## src/rtl/seg_pkg.sv

```systemverilog
// Shared 7-segment definitions: active-low a..g codes (bit0=a, bit6=g), dp kept separate.
package seg_pkg;

    localparam int NUM_DIGITS = 8;

    localparam logic [6:0] SEG_0     = 7'h40;
    localparam logic [6:0] SEG_1     = 7'h79;
    localparam logic [6:0] SEG_2     = 7'h24;
    localparam logic [6:0] SEG_3     = 7'h30;
    localparam logic [6:0] SEG_4     = 7'h19;
    localparam logic [6:0] SEG_5     = 7'h12;
    localparam logic [6:0] SEG_6     = 7'h02;
    localparam logic [6:0] SEG_7     = 7'h78;
    localparam logic [6:0] SEG_8     = 7'h00;
    localparam logic [6:0] SEG_9     = 7'h10;
    localparam logic [6:0] SEG_A     = 7'h08;
    localparam logic [6:0] SEG_B     = 7'h03;
    localparam logic [6:0] SEG_C     = 7'h46;
    localparam logic [6:0] SEG_D     = 7'h21;
    localparam logic [6:0] SEG_E     = 7'h06;
    localparam logic [6:0] SEG_F     = 7'h0E;
    localparam logic [6:0] SEG_BLANK = 7'h7F;

    function automatic logic [6:0] hex2seg(input logic [3:0] nibble);
        logic [6:0] code;
        case (nibble)
            4'h0:    code = SEG_0;
            4'h1:    code = SEG_1;
            4'h2:    code = SEG_2;
            4'h3:    code = SEG_3;
            4'h4:    code = SEG_4;
            4'h5:    code = SEG_5;
            4'h6:    code = SEG_6;
            4'h7:    code = SEG_7;
            4'h8:    code = SEG_8;
            4'h9:    code = SEG_9;
            4'hA:    code = SEG_A;
            4'hB:    code = SEG_B;
            4'hC:    code = SEG_C;
            4'hD:    code = SEG_D;
            4'hE:    code = SEG_E;
            default: code = SEG_F;
        endcase
        return code;
    endfunction

endpackage

```

## src/rtl/seg_hex_decode.sv

```systemverilog
// Nibble to active-low a..g segment code.
// Latency: combinational.
// Backpressure: none.
module seg_hex_decode
    import seg_pkg::*;
(
    input  logic [3:0] nibble,
    output logic [6:0] seg
);

    assign seg = hex2seg(nibble);

endmodule

```

## src/rtl/seg_scan_driver.sv

```systemverilog
// 8-digit multiplexed hex display driver with frame-aligned word updates, LZ blanking and dp.
// Latency: o_sel/o_seg registered, 1 cycle after index/visible-word/blank_lz/dp_mask state.
// Backpressure: data_ready low while a word is pending; it reopens when the pending word goes visible.
module seg_scan_driver
    import seg_pkg::*;
#(
    parameter int SCAN_DIV = 100000
) (
    input  logic        clk_in,
    input  logic        reset,
    input  logic        data_valid,
    input  logic [31:0] data_in,
    output logic        data_ready,
    input  logic        blank_lz,
    input  logic [7:0]  dp_mask,
    output logic [7:0]  o_seg,
    output logic [7:0]  o_sel,
    output logic        frame_done
);

    localparam int                CNT_W   = (SCAN_DIV > 1) ? $clog2(SCAN_DIV) : 1;
    localparam logic [CNT_W-1:0]  CNT_MAX = CNT_W'(SCAN_DIV - 1);

    logic [CNT_W-1:0] cnt;
    logic [2:0]       idx;
    logic [31:0]      vis_word;
    logic [31:0]      pend_word;
    logic             pend_vld;

    logic             tick;
    logic             boundary;
    logic             accept;
    logic             load_vis;
    logic [3:0]       cur_nibble;
    logic [6:0]       cur_code;
    logic [2:0]       top_digit;
    logic             blanked;
    logic [6:0]       seg_body;

    assign tick       = (cnt == CNT_MAX);
    assign boundary   = tick && (idx == 3'(NUM_DIGITS - 1));
    assign data_ready = ~pend_vld;
    assign accept     = data_valid && data_ready;
    assign load_vis   = boundary && pend_vld;
    assign cur_nibble = vis_word[{idx, 2'b00} +: 4];

    seg_hex_decode u_decode (
        .nibble (cur_nibble),
        .seg    (cur_code)
    );

    // Highest non-zero digit; digit 0 is the floor so a zero word still shows one "0".
    always_comb begin
        top_digit = 3'd0;
        for (int i = 1; i < NUM_DIGITS; i++) begin
            if (vis_word[4*i +: 4] != 4'h0) begin
                top_digit = 3'(i);
            end
        end
    end

    assign blanked  = blank_lz && (idx > top_digit);
    assign seg_body = blanked ? SEG_BLANK : cur_code;

    always_ff @(posedge clk_in) begin
        if (!reset) begin
            cnt        <= '0;
            idx        <= 3'd0;
            vis_word   <= 32'h0;
            pend_word  <= 32'h0;
            pend_vld   <= 1'b0;
            frame_done <= 1'b0;
            o_sel      <= 8'hFF;
            o_seg      <= 8'hFF;
        end else begin
            cnt <= tick ? '0 : cnt + 1'b1;
            if (tick) begin
                idx <= idx + 3'd1;
            end

            // Transfer uses pre-edge pending contents; accept only happens when pending is empty.
            if (load_vis) begin
                vis_word <= pend_word;
            end
            if (accept) begin
                pend_word <= data_in;
                pend_vld  <= 1'b1;
            end else if (load_vis) begin
                pend_vld  <= 1'b0;
            end
            frame_done <= load_vis;

            o_sel <= ~(8'b1 << idx);
            o_seg <= {~dp_mask[idx], seg_body};
        end
    end

endmodule
```

## config.mk

```make
export PLATFORM = sky130hd
export DESIGN_NAME = seg_scan_driver
export DESIGN_NICKNAME = d
export VERILOG_FILES = /design/src/rtl/seg_pkg.sv /design/src/rtl/seg_hex_decode.sv /design/src/rtl/seg_scan_driver.sv
export SDC_FILE = /design/constraint.sdc
export NUM_CORES = 1
export LEC_CHECK = 0
export ABC_AREA = 1
export CAP_MARGIN = 10
export CORE_MARGIN = 3
export CORE_UTILIZATION = 45
export DETAILED_ROUTE_END_ITERATION = 16
export PLACE_DENSITY = 0.7
export SYNTH_ARGS = -nofsm -noshare
export SYNTH_HDL_FRONTEND = slang
export SYNTH_SLANG_ARGS = --single-unit
export TNS_END_PERCENT = 1
```

## constraint.sdc

```tcl
create_clock -name clk_in -period 1.6 [get_ports clk_in]
set_input_delay 0.24 -clock clk_in [delete_from_list [all_inputs] [get_ports clk_in]]
set_output_delay 0.24 -clock clk_in [all_outputs]
set_load 0.05 [all_outputs]
```

==> out/metrics.csv, run 1 <==
stage,metric,value,unit
outcome,status,"complete, but fails checks",
outcome,violations,setup timing,
timing,worst_pin_slew,0.347,ns
final_layout,multiInputGateArea,0.00234,sq mm
synth,synth_nets,734,
setup_path,regToRegStartpoint,vis_word[19]$_SDFFE_PN0P_,
clocking,cts_tree,yes,
power,power.leakage,2.95,nW
placed_design,io_buffers,61,
power,pwr-share-comb,0.076,
final_layout,regArea,0.00205,sq mm
min_path,worst_hold_path_type,in -> reg,
route,drtIter0Drc,167,
power,p_sw,1.12,mW
global_route,grtUsageTotal,0.193,
final_layout,syn_to_final_growth,30.3,%
timing,hold_viol_final,0,
global_route,grt_max_degree,29,
die,initial_core_util,0.469,
setup_path,path_buf_inv,0,
route,wl,10800,microns
setup_path,crit_fanout,4,
power,p_clk_frac,0.375,
setup_path,r2r-end,o_seg[1]$_SDFF_PP1_,
synth,yosysUniqueCellTypes,30,
clocking,clk_path_buf_depth,2,
setup_path,crit_family,simple AND/OR/NAND/NOR gates,
route,via_per_inst,4.83,
power,power_density,798,mW/mm^2
setup_path,cp.arrival,2.09,ns
clocking,clk_pin_slew,0.10,ns
clocking,clock_latency,0.36,ns
clocking,cts.sinks,102,
final_layout,fill_cells,902,
synth,synth.avg_cell_area,6.90,sq um
setup_path,cp_common_cell,nand2_1,
synth,yosys_warnings,0,
final_layout,final_core_util,0.612,
route,num_vias,4411,
setup_path,r2r_cells,10,
power,p_int,3.72,mW
clocking,clock-root-buffer,clkbuf_8,
final_layout,layoutNonFillerInstCount,913,
die,core.rowCount,36,
timing,period_share,1.14,
placed_design,gp_congestion,0.888,
timing,finalClockSkew,0.0105,ns
final_layout,nets,835,
min_path,min_path_cells,3,
setup_path,reg2reg_setup_slack,-0.23,ns
power,p_seq_frac,0.549,
power,finalPower,4.84,mW
power,netSwitchingFraction,0.231,
placed_design,hpwl,8000,microns
setup_path,critPathLaunchType,flop,
clocking,numCtsBuffers,9,
synth,yosys_register_bits,102,
setup_path,worstSetupPathType,reg -> reg,
placed_design,place_ws,-0.271,ns
clocking,postCtsHoldBufs,0,
final_layout,n_antenna_cell,0,
timing,relSlewSlack,0.768,
final_layout,drive_above_1_share,0.172,
timing,slew_violations,0,
setup_path,slowest_stage,dfxtp_2,
setup_path,critPathMaxStageDelay,0.34,ns
route,drtPass1Iterations,5,
synth,yosysSeqAreaShare,0.439,
timing,fmax,0.547,GHz
global_route,antenna_found_initial,0,
die,core,0.00991,sq mm
min_path,hp-start,reset,
min_path,holdPathEnd,vis_word[28]$_SDFFE_PN0P_,
die,die_x,108,microns
synth,synthCells,674,
timing,finalSetupViolCount,10,
die,fp.dieH,108,microns
placed_design,placedCellCount,896,
power,ir_drop,0.452,mV
global_route,grt_pass1_wl,18300,microns
timing,rsz0062_at_grt,true,
route,drc,0,
setup_path,crit_required,1.86,ns
timing,finalWorstSetupSlack,-0.229,ns
global_route,grt_pass1_vias,4236,
die,die-area,0.0116,sq mm
global_route,grt_overflow,0,
timing,post-route-min-period,1.83,ns
setup_path,worstSetupEndpointType,flop,
setup_path,crit_chain,"nor4_4, nand2_1, nor2_1, ha_1, a21oi_2, o21ai_2, nand3_2, nand2_4, nor2_2, nand2_1",
clocking,cts_htree_levels,3,
die,io-pin-count,62,
synth,syn_area,0.00465,sq mm
job,cap_violations,0,
route,ant_nets,0,
route,wl_per_cell,11.8,microns
==> registers in the layout, summed over array words and instances, names as in the netlist <==
| signal | flops |
|---|---|
| cnt | 17 |
| frame_done | 1 |
| idx | 3 |
| o_seg | 8 |
| o_sel | 8 |
| pend_vld | 1 |
| pend_word | 32 |
| vis_word | 32 |
==> power by group through the flow <==
stage          logic, mW  registers [mW]  clock network, mW
6_report           0.367            2.66               1.81
4_1_cts            0.369            2.66               1.86
2_1_floorplan      0.149            2.74                  0
5_1_grt            0.408            2.67               1.97
3_5_place_dp       0.366            2.72                  0
3_3_place_gp       0.359            2.71                  0
==> synth_stat cells <==
cell / instances / share of area
a21oi_1: 13 / 0.014
nor3b_1: 2 / 0.0032
nand2_1: 170 / 0.14
nand2_2: 2 / 0.0027
clkbuf_1: 12 / 0.0097
and2_1: 1 / 0.0013
nor4_1: 5 / 0.0067
o21ai_1: 1 / 0.0011
nand4_1: 6 / 0.0081
buf_6: 3 / 0.0073
nor2_4: 2 / 0.0048
o21ai_0: 39 / 0.042
or2_2: 1 / 0.0013
xor2_1: 4 / 0.0075
nand3_2: 3 / 0.0065
nand2_4: 1 / 0.0024
ha_1: 16 / 0.043
nor2_8: 1 / 0.0043
buf_1: 2 / 0.0016
dfxtp_1: 102 / 0.44
clkbuf_2: 1 / 0.0011
nor3_1: 6 / 0.0065
nor2_1: 140 / 0.11
xnor2_1: 1 / 0.0019
buf_4: 2 / 0.0032
buf_2: 7 / 0.0075
inv_1: 64 / 0.052
and3_1: 1 / 0.0013
nand3_1: 63 / 0.068
inv_2: 3 / 0.0024
==> layout by cell type (no fill, tap or decap), drive strengths merged <==
cell type / n
a21oi: 13
and2: 1
and3: 1
buf: 75
bufinv: 2
clkbuf: 11
clkdlybuf4s50: 42
clkinv: 1
clkinvlp: 1
dfxtp: 102
ha: 16
inv: 68
nand2: 173
nand3: 66
nand4: 6
nor2: 143
nor3: 6
nor3b: 2
nor4: 5
o21ai: 40
or2: 1
xnor2: 1
xor2: 4
==> worst register-to-register path, cell delays in order, from the launching register on <==
cell	delay [ns]
dfxtp_2	0.34
nor4_4	0.30
nand2_1	0.14
nor2_1	0.14
ha_1	0.27
a21oi_2	0.16
o21ai_2	0.07
nand3_2	0.08
nand2_4	0.08
nor2_2	0.11
nand2_1	0.05
==> cells by family (layout without fill, tap and decap cells) <==
logic type               Yosys count  in the layout  share of synthesized area
XOR/XNOR                           5              5                    0.00941
buffers and inverters             94            200                     0.0845
AND/OR/NAND/NOR                  404            404                      0.367
flip-flops                       102            102                      0.439
adder cells (fa/ha/maj)           16             16                     0.0430
AO/OA/AOI/OAI                     53             53                     0.0570
==> final cells by class <==
| cell class | count | area share |
|---|---|---|
| timing repair buffer | 117 | 0.168 |
| clock inverter | 5 | 0.0134 |
| sequential | 102 | 0.339 |
| tap | 133 | 0.0274 |
| clock buffer | 11 | 0.0233 |
| inverter | 67 | 0.0423 |
| multi-input combinational | 478 | 0.387 |
==> worst max path at each step <==
stage / startpoint / depth (start not counted) / slack, ns / endpoint
2_1_floorplan: vis_word[19]$_SDFFE_PN0P_ / 10 / -0.05 / o_seg[6]$_SDFF_PP1_
3_3_place_gp: vis_word[19]$_SDFFE_PN0P_ / 11 / -0.25 / o_seg[3]$_SDFF_PP1_
3_5_place_dp: vis_word[19]$_SDFFE_PN0P_ / 10 / -0.27 / o_seg[4]$_SDFF_PP1_
4_1_cts: vis_word[16]$_SDFFE_PN0P_ / 10 / -0.23 / o_seg[6]$_SDFF_PP1_
5_1_grt: vis_word[19]$_SDFFE_PN0P_ / 10 / -0.35 / o_seg[1]$_SDFF_PP1_
6_report: vis_word[19]$_SDFFE_PN0P_ / 10 / -0.23 / o_seg[1]$_SDFF_PP1_
==> metal layers <==
metal	part of all wire	up-vias	track usage	wire [microns]
met5	0	-	0	0
met4	0.014	0	0.0532	148
li1	-	2309	-	-
met3	0.054	14	0.0432	586
met1	0.45	1994	0.237	4890
met2	0.48	94	0.337	5170
==> what timing repair did <==
action,in CTS,in global routing
setup endpoints to repair,19,45
pin swaps,16,7
buffers inserted,1,0
cloned,0,0
gates resized for setup,18,14
==> metrics by stage <==
stage / hold WS (ns) / TNS (ns) / cell area [sq um]
floorplan: 0.375 / -0.326 / 4680
detailed placement: 0.426 / -1.86 / 5720
global route: 0.229 / -4.27 / 6060
global placement: 0.423 / -1.69 / 5720
finish: 0.230 / -1.60 / 6060
CTS: 0.209 / -1.62 / 6020
No activity file was read; power rests on OpenSTA's default activity.
==> inputs of run 2 (changes only) <==
--- a/config.mk
+++ b/config.mk
@@ -8,9 +8,8 @@
 export ABC_AREA = 1
 export CAP_MARGIN = 10
 export CORE_MARGIN = 3
-export CORE_UTILIZATION = 45
+export CORE_UTILIZATION = 35
 export DETAILED_ROUTE_END_ITERATION = 16
-export PLACE_DENSITY = 0.7
 export SYNTH_ARGS = -nofsm -noshare
 export SYNTH_HDL_FRONTEND = slang
 export SYNTH_SLANG_ARGS = --single-unit
==> run 2 against run 1 <==
  * The run still ends with setup timing left
  * Flip-flop and latch count unchanged
  * Clock power increased by 20%
  * Global-route usage decreased by 3.0 points
  * Power increased by 7.7%
  * Wire length increased by 6.5%
  * Worst hold slack improved by 0.013 ns
  * Setup slack got worse by 0.030 ns
  * Fmax decreased by 1.6%
  * Final area increased by 2.4%
  * Register-to-register slack got worse by 0.03 ns
  * Combinational power about the same
  * First-iteration DRC count increased by 44%
==> out/metrics.csv, run 2 (synthesis gave the netlist of run 1 again) <==
stage,metric,value,unit,change
global_route,grt_overflow,0,,unchanged
timing,rsz0062_at_grt,true,,
timing,fmax,0.538,GHz,-1.6%
setup_path,path_buf_inv,1,,+1
setup_path,cp.arrival,2.09,ns,about the same
outcome,violations,setup timing,,
power,power_density,840,mW/mm^2,+5.2%
route,ant_nets,0,,unchanged
route,wl,11500,microns,+6.5%
power,ir_drop,0.560,mV,+24%
die,core,0.0128,sq mm,+29%
global_route,grt_max_degree,27,,-6.9%
clocking,cts_tree,yes,,
final_layout,top_regs,"pend_word (32), vis_word (32), cnt (17)",,
route,via_per_inst,4.65,,-3.7%
power,power.leakage,2.97,nW,+0.53%
timing,slew_violations,0,,unchanged
timing,finalClockSkew,0.00936,ns,-0.00111 ns
timing,worst_pin_slew,0.325,ns,-0.0223 ns
setup_path,slowest_stage,dfxtp_2,,
route,wl_per_cell,12.1,microns,+2.2%
global_route,grt_pass1_wl,19400,microns,+6.0%
setup_path,crit_fanout,4,,unchanged
final_layout,nets,835,,unchanged
timing,holdWs,0.243,ns,+0.0134 ns
timing,post-route-min-period,1.86,ns,+0.0305 ns
die,die-area,0.0147,sq mm,+27%
clocking,clock_latency,0.35,ns,about the same
die,io-pin-count,62,,unchanged
timing,hold_viol_final,0,,unchanged
job,cap_violations,0,,unchanged
outcome,status,"complete, but fails checks",,
setup_path,crit_family,simple AND/OR/NAND/NOR gates,,
clocking,clock-root-buffer,clkbuf_16,,
timing,finalSetupViolCount,7,,-3
setup_path,worstSetupPathType,reg -> reg,,
die,die_x,121,microns,+13%
die,core.rowCount,41,,+14%
placed_design,gp_congestion,0.891,,+0.28%
timing,relSlewSlack,0.783,,+0.0144
route,num_vias,4426,,+0.34%
clocking,cts_htree_levels,3,,unchanged
clocking,numCtsBuffers,9,,unchanged
placed_design,dpl-instance-area,0.00577,sq mm,+0.94%
final_layout,syn_to_final_growth,33.4,%,
timing,tns,-1.71,ns,-0.108 ns
placed_design,hpwl,8590,microns,+7.3%
timing,finalWorstSetupSlack,-0.260,ns,-0.0305 ns
global_route,grt_pass1_vias,4341,,+2.5%
die,fp.dieH,121,microns,+13%
final_layout,drive_above_1_share,0.173,,+0.00150
setup_path,crit_required,1.83,ns,-0.03 ns
clocking,clk_pin_slew,0.07,ns,-0.03 ns
route,drtIter0Drc,241,,+44%
final_layout,final_area,0.00621,sq mm,+2.4%
setup_path,worstSetupEndpointType,flop,,
clocking,postCtsHoldBufs,0,,unchanged
final_layout,mostFrequentLayoutCell,nand2_1,,
route,drtPass1Iterations,4,,-1
final_layout,fill_cells,1294,,+43%
placed_design,io_buffers,61,,unchanged
clocking,cts.sinks,102,,unchanged
global_route,grtUsageTotal,0.163,,-0.0298
setup_path,critPathMaxStageDelay,0.34,ns,about the same
setup_path,crit_chain,"nor4_4, nand2_2, a21oi_2, nor2_1, ha_1, nand2_1, o21ai_1, nand3_1, nand2_2, inv_2, nand3_1",,
clocking,clk_path_buf_depth,2,,unchanged
final_layout,mostFrequentLayoutCells,"nand2_1 (167), nor2_1 (135), dfxtp_1 (92)",,
die,initial_core_util,0.363,,-0.107
setup_path,critPathLaunchType,flop,,
route,drc,0,,unchanged
global_route,antenna_found_initial,0,,unchanged
final_layout,n_antenna_cell,0,,unchanged
timing,period_share,1.16,,+0.0191
min_path,worst_hold_path_type,in -> reg,,
==> run 2: cell types whose count changed in the layout (fill, tap and decap cells not counted), moves of 3 or more <==
| cell | before | now |
|---|---|---|
| clkbuf_16 | 0 | 9 |
| clkbuf_8 | 10 | 1 |
| nand3_2 | 8 | 3 |
| nand3_1 | 58 | 62 |
| nor2_1 | 138 | 135 |
| nor2_2 | 2 | 5 |
==> run 2: layer usage <==
metal / wire length (microns) / global-route usage / vias to the layer above
met5: 0 / 0 / -
met4: 116 / 0.0420 / 0
met3: 492 / 0.0499 / 11
met2: 5470 / 0.275 / 67
met1: 5410 / 0.203 / 2042
li1: - / - / 2306
==> run 2: per-stage QoR <==
step / power (mW) / utilization / instances / setup slack (ns)
after floorplan: 2.89 / - / 674 / -0.0492
after global placement: 3.08 / 0.450 / 934 / -0.245
after detailed placement: 3.08 / 0.450 / 934 / -0.339
after CTS: 5.29 / 0.479 / 950 / -0.268
after global routing: 5.43 / 0.484 / 951 / -0.423
final: 5.21 / 0.484 / 951 / -0.260
==> run 2: worst paths after layout <==
kind	start	to	slack [ns]	cells past startpoint
max	vis_word[19]$_SDFFE_PN0P_	o_seg[2]$_SDFF_PP1_	-0.26	11
min	reset	vis_word[12]$_SDFFE_PN0P_	0.24	3
max reg2reg	vis_word[19]$_SDFFE_PN0P_	o_seg[2]$_SDFF_PP1_	-0.26	11
min reg2reg	pend_word[1]$_SDFFE_PN0P_	vis_word[1]$_SDFFE_PN0P_	0.45	2
==> run 2: where the power goes <==
group          leakage [nW]  internal [mW]  switching, mW
combinational          1.99          0.178          0.191
sequential            0.838           2.62         0.0400
clock                 0.141           1.24          0.942
==> run 2: final cells by class <==
cell class | count | area (sq um) | area share
multi-input combinational | 478 | 2360 | 0.380
sequential | 102 | 2060 | 0.332
timing repair buffer | 117 | 1030 | 0.166
inverter | 67 | 254 | 0.0409
clock buffer | 11 | 243 | 0.0391
tap | 172 | 215 | 0.0347
clock inverter | 4 | 47.5 | 0.00766
==> run 2: timing repair <==
action | 4_1_cts | 5_1_grt
resized for setup | 18 | 18
endpoints found under the setup margin | 40 | 43
gates cloned | 0 | 0
buffers inserted | 1 | 1
pin swaps | 12 | 7
==> run 2: worst min-delay path, cell delays in order <==
cell and delay (ns):
buf_2 0.18, nand2_1 0.10, nor2_1 0.03
==> inputs of run 3 (changes only) <==
--- a/config.mk
+++ b/config.mk
@@ -10,7 +10,9 @@
 export CORE_MARGIN = 3
 export CORE_UTILIZATION = 35
 export DETAILED_ROUTE_END_ITERATION = 16
+export PLACE_DENSITY = 0.58
 export SYNTH_ARGS = -nofsm -noshare
 export SYNTH_HDL_FRONTEND = slang
+export SYNTH_HIERARCHICAL = 1
 export SYNTH_SLANG_ARGS = --single-unit
 export TNS_END_PERCENT = 1
==> run 3 against run 2 <==
  * The run still ends with setup timing left
  * Worst hold slack worse by 0.037 ns
  * Flip-flop and latch count stayed put
  * Non-clock buffer count is 19 higher
  * Critical path depth is 1 higher
  * Global-route usage is 0.46 points lower
  * Core utilization is 1.5 points higher
  * Die area is 1.5% lower
  * Sequential power hardly changed
  * Critical path type unchanged
  * Critical endpoint is now o_seg[5]$_SDFF_PP1_
  * Largest cell class unchanged
  * Largest power group unchanged
==> out/metrics.csv, run 3 <==
stage,metric,value,unit,change
min_path,worst_hold_path_type,in -> reg,,
synth,synth.avg_cell_area,7.01,sq um,+1.6%
clocking,clock-root-buffer,clkbuf_16,,
timing,fmax,0.546,GHz,+1.5%
die,die-area,0.0145,sq mm,-1.5%
final_layout,mostFrequentLayoutCells,"nand2_1 (148), nor2_1 (136), dfxtp_1 (96)",,
route,ant_nets,0,,unchanged
power,power_density,850,mW/mm^2,+1.3%
final_layout,final_core_util,0.499,,+0.0147
timing,finalClockSkew,0.0105,ns,+0.00117 ns
timing,hold_viol_final,0,,unchanged
synth,synthCells,653,,-3.1%
setup_path,crit_family,compound AO/OA/AOI/OAI gates,,
setup_path,worstSetupEndpointType,flop,,
global_route,grt_pass1_wl,18700,microns,-3.8%
die,fp.dieH,120,microns,-0.75%
global_route,grtUsageTotal,0.158,,-0.00455
setup_path,cp.arrival,2.07,ns,-0.02 ns
timing,relSlewSlack,0.722,,-0.0609
die,io-pin-count,62,,unchanged
synth,netlist_top_cells_area,"dfxtp_1 (45%), nand2_1 (12%), nor2_1 (11%), o21ai_0 (5.9%), ha_1 (4.6%)",,
final_layout,top_regs,"pend_word (32), vis_word (32), cnt (17)",,
final_layout,drive_above_1_share,0.196,,+0.0228
setup_path,crit_fanout,5,,+1
global_route,grt_max_degree,50,,+85%
placed_design,hpwl,7900,microns,-8.1%
synth,yosys_register_bits,102,,unchanged
route,num_vias,4285,,-3.2%
synth,syn_area,0.00458,sq mm,-1.6%
timing,post-route-min-period,1.83,ns,-0.0271 ns
clocking,clk_pin_slew,0.07,ns,about the same
global_route,grt_pass1_vias,4147,,-4.5%
final_layout,mostFrequentLayoutCell,nand2_1,,
die,core.rowCount,41,,unchanged
setup_path,critPathMaxStageDelay,0.41,ns,+0.07 ns
clocking,cts_tree,yes,,
global_route,grt_overflow,0,,unchanged
clocking,cts.sinks,102,,unchanged
setup_path,worstSetupPathType,reg -> reg,,
die,die_x,120,microns,-0.75%
final_layout,n_antenna_cell,0,,unchanged
setup_path,critPathLaunchType,flop,,
clocking,clk_path_buf_depth,2,,unchanged
synth,synth_edf_count,0,,unchanged
placed_design,io_buffers,61,,unchanged
timing,worst_pin_slew,0.414,ns,+0.0894 ns
synth,synth_top_area_frac,0.446,,+0.00708
synth,synth_nets,714,,-2.7%
final_layout,multiInputGateArea,0.00232,sq mm,-1.4%
final_layout,fill_cells,1277,,-1.3%
setup_path,crit_required,1.84,ns,about the same
outcome,violations,setup timing,,
clocking,numCtsBuffers,9,,unchanged
timing,holdWs,0.206,ns,-0.0371 ns
power,ir_drop,0.574,mV,+2.5%
timing,finalWorstSetupSlack,-0.232,ns,+0.0271 ns
job,cap_violations,0,,unchanged
outcome,status,"complete, but fails checks",,
synth,synth_top_area_cell,dfxtp_1,,
synth,ys.flop_type,dfxtp_1,,
route,wl_per_cell,11.5,microns,-4.8%
final_layout,syn_to_final_growth,38.6,%,
synth,yosysSeqAreaShare,0.446,,+0.00708
timing,rsz0062_at_grt,true,,
synth,yosys_warnings,6,,+6
synth,yosysUniqueCellTypes,29,,-3.3%
route,via_per_inst,4.52,,-2.8%
placed_design,dpl-instance-area,0.00585,sq mm,+1.3%
route,wl,10900,microns,-5.2%
timing,period_share,1.15,,-0.0169
timing,slew_violations,0,,unchanged
setup_path,cp_common_cell,nand2_1,,
placed_design,gp_congestion,0.875,,-1.8%
final_layout,regArea,0.00205,sq mm,-0.36%
route,drtPass1Iterations,4,,unchanged
timing,finalSetupViolCount,40,,+33
global_route,antenna_found_initial,0,,unchanged
die,core,0.0127,sq mm,-0.80%
setup_path,path_buf_inv,2,,+1
final_layout,nets,831,,-0.48%
synth,async_flop_share,0,,unchanged
clocking,cts_htree_levels,3,,unchanged
synth,synth_common_cells,"nand2_1 (148), nor2_1 (139), dfxtp_1 (102)",,
die,initial_core_util,0.360,,-0.00288
synth,synth_most_common_cell,nand2_1,,
route,drtIter0Drc,147,,-39%
setup_path,crit_chain,"buf_12, a21oi_1, o21ai_2, nand2_1, o21a_1, buf_4, ha_1, nand2_1, o21ai_1, nand2_1, nand2_1, nand3b_1",,
clocking,clock_latency,0.36,ns,about the same
power,finalPower,5.39,mW,+3.5%
power,power.leakage,2.95,nW,-0.79%
route,drc,0,,unchanged
final_layout,final_area,0.00634,sq mm,+2.2%
setup_path,slowest_stage,dfxtp_4,,
## run 3: cells by family (layout without fill, tap and decap cells)
group,count (synthesis),after routing,share of synthesized area
xor+xnor,8,8,0.0153
fa+ha+maj,17,17,0.0465
simple gates,356,356,0.322
compound gates,83,83,0.0937
flops,102,102,0.446
buf+inv,87,209,0.0762
## run 3: final cells by class
type                    instances  share of cell area
repair buffers                136               0.191
clock inverters                 7              0.0150
clock buffers                   9              0.0355
multi-input cells             464               0.366
inverters                      57              0.0345
flip-flops and latches        102               0.323
well taps                     172              0.0339
## run 3: final timing paths
path | start | to | slack [ns] | cells past startpoint
hold reg to reg | pend_word[9]$_SDFFE_PN0P_ | vis_word[9]$_SDFFE_PN0P_ | 0.45 | 2
setup / recovery | idx[0]$_SDFFE_PN0P_ | o_seg[5]$_SDFF_PP1_ | -0.23 | 12
setup reg to reg | idx[0]$_SDFFE_PN0P_ | o_seg[5]$_SDFF_PP1_ | -0.23 | 12
hold / removal | reset | idx[0]$_SDFFE_PN0P_ | 0.21 | 3
## run 3: per-stage QoR
step,setup TNS [ns],worst slack [ns],std cells
2_1_floorplan,-0.816,-0.172,653
6_report,-4.49,-0.232,947
4_1_cts,-5.46,-0.219,946
3_5_place_dp,-9.30,-0.438,927
3_3_place_gp,-8.57,-0.392,927
5_1_grt,-9.17,-0.387,947
## run 3: timing repair
| item | 4_1_cts | 5_1_grt |
|---|---|---|
| hold endpoints to repair | 0 | 0 |
| hold buffers | 0 | 0 |
| pin swaps | 7 | 5 |
| endpoints found under the setup margin | 41 | 61 |
| resized for setup | 22 | 21 |
| buffers inserted | 3 | 1 |
## run 3: metal layers
| metal | up-vias | global-route usage | wire, microns | part of all wire |
|---|---|---|---|---|
| li1 | 2294 | - | - | - |
| met1 | 1906 | 0.199 | 5320 | 0.49 |
| met2 | 71 | 0.261 | 4910 | 0.45 |
| met3 | 14 | 0.0412 | 455 | 0.042 |
| met4 | 0 | 0.0595 | 204 | 0.019 |
| met5 | - | 0 | 0 | 0 |
## run 3: power by group
part | internal (mW) | switching [mW] | leakage (nW)
logic | 0.182 | 0.188 | 1.95
registers | 2.62 | 0.0416 | 0.836
clock network | 1.38 | 0.987 | 0.156
## run 3: worst reg2reg max path: cells and delay by family, from the launching register on
kind	cells	cell delay, ns
AO/OA/AOI/OAI	4	0.42
buffers and inverters	2	0.28
AND/OR/NAND/NOR	5	0.40
adder cells (fa/ha/maj)	1	0.21
flip-flops	1	0.41
